<file path="src/rtl/cpu_arb_pkg.sv">
// cpu_arb_pkg: arbiter state encoding and counter widths shared by the bus arbiter files
package cpu_arb_pkg;
    typedef enum logic [2:0] {
        IDLE    = 3'd0,
        REQUEST = 3'd1,
        SETTLE  = 3'd2,
        OWN     = 3'd3,
        YIELD   = 3'd4,
        HOLDOFF = 3'd5
    } arb_state_t;
    localparam int TEN_W  = 8;
    localparam int WAIT_W = 8;
    localparam int HOLD_W = 4;
endpackage

</file>
<file path="src/rtl/dma_bus_arbiter_if.sv">
// dma_bus_arbiter_if: DMA-side handshake plus 68030 arbitration pins seen by the arbiter
interface dma_bus_arbiter_if;
    logic BREQ, CYCLEDONE, BGRANT, TENURE_EXP, ARB_ERR;
    logic nBG, nAS_IN, nDSACK0, nDSACK1, nBGACK_IN;
    logic nBR, nBGACK, BGACK_OE;
    modport slave (
        input  BREQ, CYCLEDONE, nBG, nAS_IN, nDSACK0, nDSACK1, nBGACK_IN,
        output nBR, nBGACK, BGACK_OE, BGRANT, TENURE_EXP, ARB_ERR
    );
    modport master (
        output BREQ, CYCLEDONE, nBG, nAS_IN, nDSACK0, nDSACK1, nBGACK_IN,
        input  nBR, nBGACK, BGACK_OE, BGRANT, TENURE_EXP, ARB_ERR
    );
endinterface

</file>
<file path="src/rtl/sync2.sv">
// sync2: two-flop synchroniser for active-low bus inputs, resetting to the inactive (all ones) level
module sync2 #(
    parameter int W = 1
) (
    input  logic         CLK,
    input  logic         nRESET,
    input  logic [W-1:0] d,
    output logic [W-1:0] q
);
    logic [W-1:0] meta;
    always_ff @(posedge CLK or negedge nRESET)
        if (!nRESET) begin
            meta <= '1;
            q    <= '1;
        end else begin
            meta <= d;
            q    <= meta;
        end
endmodule

</file>
<file path="src/rtl/dma_bus_arbiter.sv">
// dma_bus_arbiter: acquires 68030 bus mastership for SCSI DMA with bounded tenure and hold-off gap
module dma_bus_arbiter #(
    parameter int MAX_TENURE = 64,
    parameter int HOLDOFF    = 4,
    parameter int BG_TIMEOUT = 255
) (
    input  logic              CLK,
    input  logic              nRESET,
    dma_bus_arbiter_if.slave  bus
);
    import cpu_arb_pkg::*;

    localparam logic [TEN_W-1:0]  ten_max   = TEN_W'(MAX_TENURE);
    localparam logic [HOLD_W-1:0] hold_last = HOLD_W'(HOLDOFF - 1);
    localparam logic [WAIT_W-1:0] wait_last = WAIT_W'(BG_TIMEOUT - 1);

    arb_state_t        state, nxt;
    logic [TEN_W-1:0]  ten_cnt, ten_nxt;
    logic [WAIT_W-1:0] wait_cnt, wait_nxt;
    logic [HOLD_W-1:0] hold_cnt, hold_nxt;
    logic              s_nbg, s_nas, s_ndsack0, s_ndsack1, s_nbgack;
    logic              bus_idle, in_req, in_own, in_hold, err_nxt;

    sync2 #(.W(5)) u_sync (
        .CLK    (CLK),
        .nRESET (nRESET),
        .d      ({bus.nBG, bus.nAS_IN, bus.nDSACK0, bus.nDSACK1, bus.nBGACK_IN}),
        .q      ({s_nbg, s_nas, s_ndsack0, s_ndsack1, s_nbgack})
    );

    assign bus_idle = s_nas & s_ndsack0 & s_ndsack1 & s_nbgack;

    always_comb begin
        nxt = IDLE;
        case (state)
            IDLE:                 nxt = bus.BREQ ? REQUEST : IDLE;
            REQUEST:              nxt = !bus.BREQ ? IDLE : !s_nbg ? SETTLE : REQUEST;
            SETTLE:               nxt = !bus.BREQ ? IDLE : bus_idle ? OWN : SETTLE;
            OWN:                  nxt = (bus.CYCLEDONE && (!bus.BREQ || ten_cnt == ten_max)) ? YIELD : OWN;
            YIELD:                nxt = cpu_arb_pkg::HOLDOFF;
            cpu_arb_pkg::HOLDOFF: nxt = (hold_cnt == hold_last) ? IDLE : cpu_arb_pkg::HOLDOFF;
            default:              nxt = IDLE;
        endcase
    end

    // counters only run while the FSM stays in their state and restart from zero on entry
    assign in_req   = state == REQUEST && nxt == REQUEST;
    assign in_own   = state == OWN && nxt == OWN;
    assign in_hold  = state == cpu_arb_pkg::HOLDOFF && nxt == cpu_arb_pkg::HOLDOFF;
    assign wait_nxt = in_req ? wait_cnt + WAIT_W'(wait_cnt != '1) : '0;
    assign ten_nxt  = in_own ? ten_cnt + TEN_W'(ten_cnt != ten_max) : '0;
    assign hold_nxt = in_hold ? hold_cnt + HOLD_W'(1) : '0;
    assign err_nxt  = bus.BREQ && (bus.ARB_ERR || (in_req && wait_cnt >= wait_last));

    always_ff @(posedge CLK or negedge nRESET)
        if (!nRESET) begin
            state          <= IDLE;
            ten_cnt        <= '0;
            wait_cnt       <= '0;
            hold_cnt       <= '0;
            bus.nBR        <= 1'b1;
            bus.nBGACK     <= 1'b1;
            bus.BGACK_OE   <= 1'b0;
            bus.BGRANT     <= 1'b0;
            bus.TENURE_EXP <= 1'b0;
            bus.ARB_ERR    <= 1'b0;
        end else begin
            state          <= nxt;
            ten_cnt        <= ten_nxt;
            wait_cnt       <= wait_nxt;
            hold_cnt       <= hold_nxt;
            bus.nBR        <= !(nxt == REQUEST || nxt == SETTLE);
            bus.nBGACK     <= nxt != OWN;
            bus.BGACK_OE   <= nxt == OWN || nxt == YIELD;
            bus.BGRANT     <= nxt == OWN;
            bus.TENURE_EXP <= state == OWN && nxt == YIELD && ten_cnt == ten_max;
            bus.ARB_ERR    <= err_nxt;
        end
endmodule

</file>
<file path="src/flat_wrapper.sv">
// flat-port wrapper written by rule: the top's interface ports become plain ports
module dma_bus_arbiter_flat import cpu_arb_pkg::*;
#(
    parameter int MAX_TENURE = 64,
    parameter int HOLDOFF    = 4,
    parameter int BG_TIMEOUT = 255
)
  (CLK, nRESET, bus_BREQ, bus_CYCLEDONE, bus_nBG, bus_nAS_IN, bus_nDSACK0, bus_nDSACK1, bus_nBGACK_IN, bus_nBR, bus_nBGACK, bus_BGACK_OE, bus_BGRANT, bus_TENURE_EXP, bus_ARB_ERR);
  dma_bus_arbiter_if bus_i ();
  input  logic CLK;
  input  logic nRESET;
  input wire logic [$bits(bus_i.BREQ)-1:0] bus_BREQ;
  input wire logic [$bits(bus_i.CYCLEDONE)-1:0] bus_CYCLEDONE;
  input wire logic [$bits(bus_i.nBG)-1:0] bus_nBG;
  input wire logic [$bits(bus_i.nAS_IN)-1:0] bus_nAS_IN;
  input wire logic [$bits(bus_i.nDSACK0)-1:0] bus_nDSACK0;
  input wire logic [$bits(bus_i.nDSACK1)-1:0] bus_nDSACK1;
  input wire logic [$bits(bus_i.nBGACK_IN)-1:0] bus_nBGACK_IN;
  output wire logic [$bits(bus_i.nBR)-1:0] bus_nBR;
  output wire logic [$bits(bus_i.nBGACK)-1:0] bus_nBGACK;
  output wire logic [$bits(bus_i.BGACK_OE)-1:0] bus_BGACK_OE;
  output wire logic [$bits(bus_i.BGRANT)-1:0] bus_BGRANT;
  output wire logic [$bits(bus_i.TENURE_EXP)-1:0] bus_TENURE_EXP;
  output wire logic [$bits(bus_i.ARB_ERR)-1:0] bus_ARB_ERR;
  assign bus_i.BREQ = bus_BREQ;
  assign bus_i.CYCLEDONE = bus_CYCLEDONE;
  assign bus_i.nBG = bus_nBG;
  assign bus_i.nAS_IN = bus_nAS_IN;
  assign bus_i.nDSACK0 = bus_nDSACK0;
  assign bus_i.nDSACK1 = bus_nDSACK1;
  assign bus_i.nBGACK_IN = bus_nBGACK_IN;
  assign bus_nBR = bus_i.nBR;
  assign bus_nBGACK = bus_i.nBGACK;
  assign bus_BGACK_OE = bus_i.BGACK_OE;
  assign bus_BGRANT = bus_i.BGRANT;
  assign bus_TENURE_EXP = bus_i.TENURE_EXP;
  assign bus_ARB_ERR = bus_i.ARB_ERR;
  dma_bus_arbiter #(.MAX_TENURE(MAX_TENURE), .HOLDOFF(HOLDOFF), .BG_TIMEOUT(BG_TIMEOUT)) u_core (.CLK(CLK), .nRESET(nRESET), .bus(bus_i));
endmodule
</file>
<file path="config.mk">
export PLATFORM = sky130hd
export DESIGN_NAME = dma_bus_arbiter_flat
export DESIGN_NICKNAME = d
export VERILOG_FILES = /design/src/rtl/cpu_arb_pkg.sv /design/src/rtl/dma_bus_arbiter_if.sv /design/src/rtl/sync2.sv /design/src/rtl/dma_bus_arbiter.sv /design/src/flat_wrapper.sv
export SDC_FILE = /design/constraint.sdc
export NUM_CORES = 1
export LEC_CHECK = 0
export BUFFER_PORTS_ARGS = -buffer_cell sky130_fd_sc_hd__buf_2
export CAP_MARGIN = 20
export CORE_ASPECT_RATIO = 0.6
export CORE_UTILIZATION = 57
export DETAILED_ROUTE_END_ITERATION = 8
export PLACE_DENSITY = 0.84
export SYNTH_ARGS = -nofsm -noshare
export SYNTH_HDL_FRONTEND = slang
export SYNTH_HIERARCHICAL = 1
export SYNTH_SLANG_ARGS = --single-unit
</file>
<file path="constraint.sdc">
create_clock -name CLK -period 2.7 [get_ports CLK]
set_input_delay 0.54 -clock CLK [delete_from_list [all_inputs] [get_ports CLK]]
set_output_delay 0.54 -clock CLK [all_outputs]
set_load 0.01 [all_outputs]
</file>
==> results_dict.tcl <==
set metrics [dict create \
    status "complete, but fails checks" \
    violations "design-rule violations" \
    synthTopCellsByArea "dfrtp_1 41%, dfstp_2 19%, ha_1 4.6%" \
    syn_to_final_growth_pct 13.6 \
    maxSlewViolCount 0 \
    synth_area_sq_um 1640 \
    clkLatencyLatePin_ns 0.29 \
    final_common_cell "dfrtp_1" \
    cts_resized 0 \
    ant_nets 0 \
    yosys.area.top_type "dfrtp_1" \
    synth_seq_cells 39 \
    fin_tns_setup_ns 0 \
    crit_fanout 4 \
    die_area_sq_um 3100 \
    synth_enable_flop_cells 0 \
    synthCells 142 \
    syn_avg_cell_area_sq_um 11.5 \
    required_ns 2.90 \
    worst_path_largest_cell_delay_ns 0.59 \
    slew_headroom 0.430 \
    io_buffers 14 \
    viasPerCell 5.95 \
    reg2reg_slack_ns 0.53 \
    clkSinkCount 39 \
    crit_family "simple AND/OR/NAND/NOR gates" \
    async_flop_share 1.00 \
    rsz0062_at_grt "false" \
    drc_errors 1 \
    hold_class "primary input to asynchronous set/reset pin" \
    rows 14 \
    fp.dieH_microns 43.5 \
    grt.total_usage 0.232 \
    antenna_found_initial 0 \
    hold_viol 0 \
    grt_first_pass_wirelength_mm 5.18 \
    syn_nets 157 \
    clockBufferDepth 2 \
    synth_cell_type_count 37 \
    tightest_slew_ns 0.844 \
    fin_skew_ns 0.00523 \
    synth_top_area_frac 0.413 \
    setup_viol 0 \
    irDropWorstVdd_v 0.000487 \
    core_area_sq_um 2610 \
    num_antenna_cells 0 \
    cts_tree "done" \
    period_minus_slack_ns 2.17 \
    cts_buffers 5 \
    final_cell_area_sq_um 1860 \
    mostFrequentLayoutCells "27 x dfrtp_1, 14 x buf_2, 14 x nor2_1, 12 x dfstp_2" \
    clkTransAtPathRegs_ns 0.07 \
    drt-wirelength-per-cell_microns 15.8 \
    n_fill_cell 199 \
    grt_overflow_total 0 \
    synth-seq-area-share 0.605 \
    firstDrtPassIters 6 \
    crit_buf_inv 0 \
    start_util 0.628 \
    power.total_mw 1.39 \
    path_cells "or4b_4, or4_4, ha_1, nand2_1, o31ai_1, a21oi_1" \
    dieWidth_microns 71.2 \
    wirelength_mm 3.08 \
    ys.flop_type "dfrtp_1" \
    multi_input_comb_area_sq_um 601 \
    critPathSlowestCell "or4b_4" \
    drive_gt1_frac 0.239 \
    period_share 0.803 \
    htree_num_levels 2 \
    vias 1160 \
    holdBufCountCts 0 \
    arrival_ns 2.37 \
    yosysWarnings 6 \
    reg2regPathDepth 6 \
    worstReg2RegStart "u_core/ten_cnt[3]$_DFF_PN0_" \
    leakage_nw 0.831 \
    hpwl_mm 2.24 \
    cts_post_setup_buffers_inserted 0 \
    seqCellArea_sq_um 991 \
    whs_ns 0.348 \
    drv_cap 0 \
    final_nets 177 \
    grt_max_degree 40 \
    worstSetupPathType "flip-flop to flip-flop" \
    timing.rr.end "u_core/ten_cnt[7]$_DFF_PN0_" \
    root_buffer "clkbuf_8" \
    drt_iter0_markers 99 \
    ios 15 \
    cp-start-kind "flip-flop" \
    dpl_cell_area_sq_um 1740 \
    cp-end-kind "flip-flop" \
    grt_pass1_vias 1148 \
    p_per_area_nw_per_um2 750 \
    max_freq_mhz 461 \
    gp_congestion 0.961 \
]
==> how the worst max path moves through the flow <==
stage / from / to / slack (ns) / cells past startpoint
floorplan: u_core/ten_cnt[3]$_DFF_PN0_ / u_core/ten_cnt[3]$_DFF_PN0_ / 0.75 / 6
global placement: u_core/ten_cnt[3]$_DFF_PN0_ / u_core/ten_cnt[3]$_DFF_PN0_ / 0.70 / 6
detailed placement: u_core/ten_cnt[3]$_DFF_PN0_ / u_core/ten_cnt[7]$_DFF_PN0_ / 0.61 / 6
CTS: u_core/ten_cnt[3]$_DFF_PN0_ / u_core/ten_cnt[5]$_DFF_PN0_ / 0.59 / 6
global route: u_core/ten_cnt[3]$_DFF_PN0_ / u_core/ten_cnt[5]$_DFF_PN0_ / 0.52 / 6
finish: u_core/ten_cnt[3]$_DFF_PN0_ / u_core/ten_cnt[7]$_DFF_PN0_ / 0.53 / 6
==> synth_stat cells (2+ instances only) <==
cell type / instances
a21oi_1: 6
and3_1: 2
dfrtp_1: 27
dfstp_2: 12
ha_1: 6
inv_1: 9
nand2_1: 10
nand3_1: 10
nand4_1: 2
nor2_1: 14
o2111ai_1: 2
o21ai_0: 7
o31ai_1: 2
or3_1: 4
xnor2_1: 3
xor2_1: 5
==> where the power goes <==
| group | leakage, nW | internal [mW] | switching [mW] |
|---|---|---|---|
| clock | 0.0612 | 0.299 | 0.191 |
| combinational | 0.270 | 0.0791 | 0.120 |
| sequential | 0.500 | 0.651 | 0.0553 |
| total | 0.831 | 1.03 | 0.367 |
==> area by class of cell <==
cell class,instances,area share
Tap cell,32,0.0215
Timing Repair Buffer,15,0.0417
Clock buffer,6,0.0444
Inverter,9,0.0182
Sequential cell,39,0.533
Multi-Input combinational cell,92,0.323
Clock inverter,2,0.0188
==> sequential cells by signal (all words and copies together), names as in the netlist <==
register	cells
u_core/bus.ARB_ERR	1
u_core/bus.BGACK_OE	1
u_core/bus.BGRANT	1
u_core/bus.TENURE_EXP	1
u_core/bus.nBGACK	1
u_core/bus.nBR	1
u_core/hold_cnt	4
u_core/state	3
u_core/ten_cnt	8
u_core/u_sync/meta	5
u_core/u_sync/q	5
u_core/wait_cnt	8
==> layer usage <==
| layer | global-route usage | vias to the layer above | part of all wire |
|---|---|---|---|
| met5 | 0 | - | 0 |
| met4 | 0.132 | 0 | 0.031 |
| met3 | 0.0698 | 13 | 0.041 |
| met2 | 0.337 | 32 | 0.45 |
| met1 | 0.316 | 576 | 0.48 |
| li1 | - | 539 | - |
==> cells by family after synthesis <==
group | synth area share
flops | 0.605
compound gates | 0.0940
xor+xnor | 0.0428
simple gates | 0.184
fa+ha+maj | 0.0458
buf+inv | 0.0283
==> through the flow <==
stage	utilization	setup WS, ns	instances
5_1_grt	0.713	0.516	195
3_5_place_dp	0.668	0.608	187
3_3_place_gp	0.668	0.704	187
4_1_cts	0.713	0.589	195
2_1_floorplan	-	0.748	142
6_report	0.713	0.532	195
==> worst reg2reg max path: stages (launching register included) <==
cell     delay [ns]
dfrtp_1        0.43
or4b_4         0.59
or4_4          0.45
ha_1           0.21
nand2_1        0.14
o31ai_1        0.10
a21oi_1        0.17
Note: power is estimated with default switching activity, not from simulation.
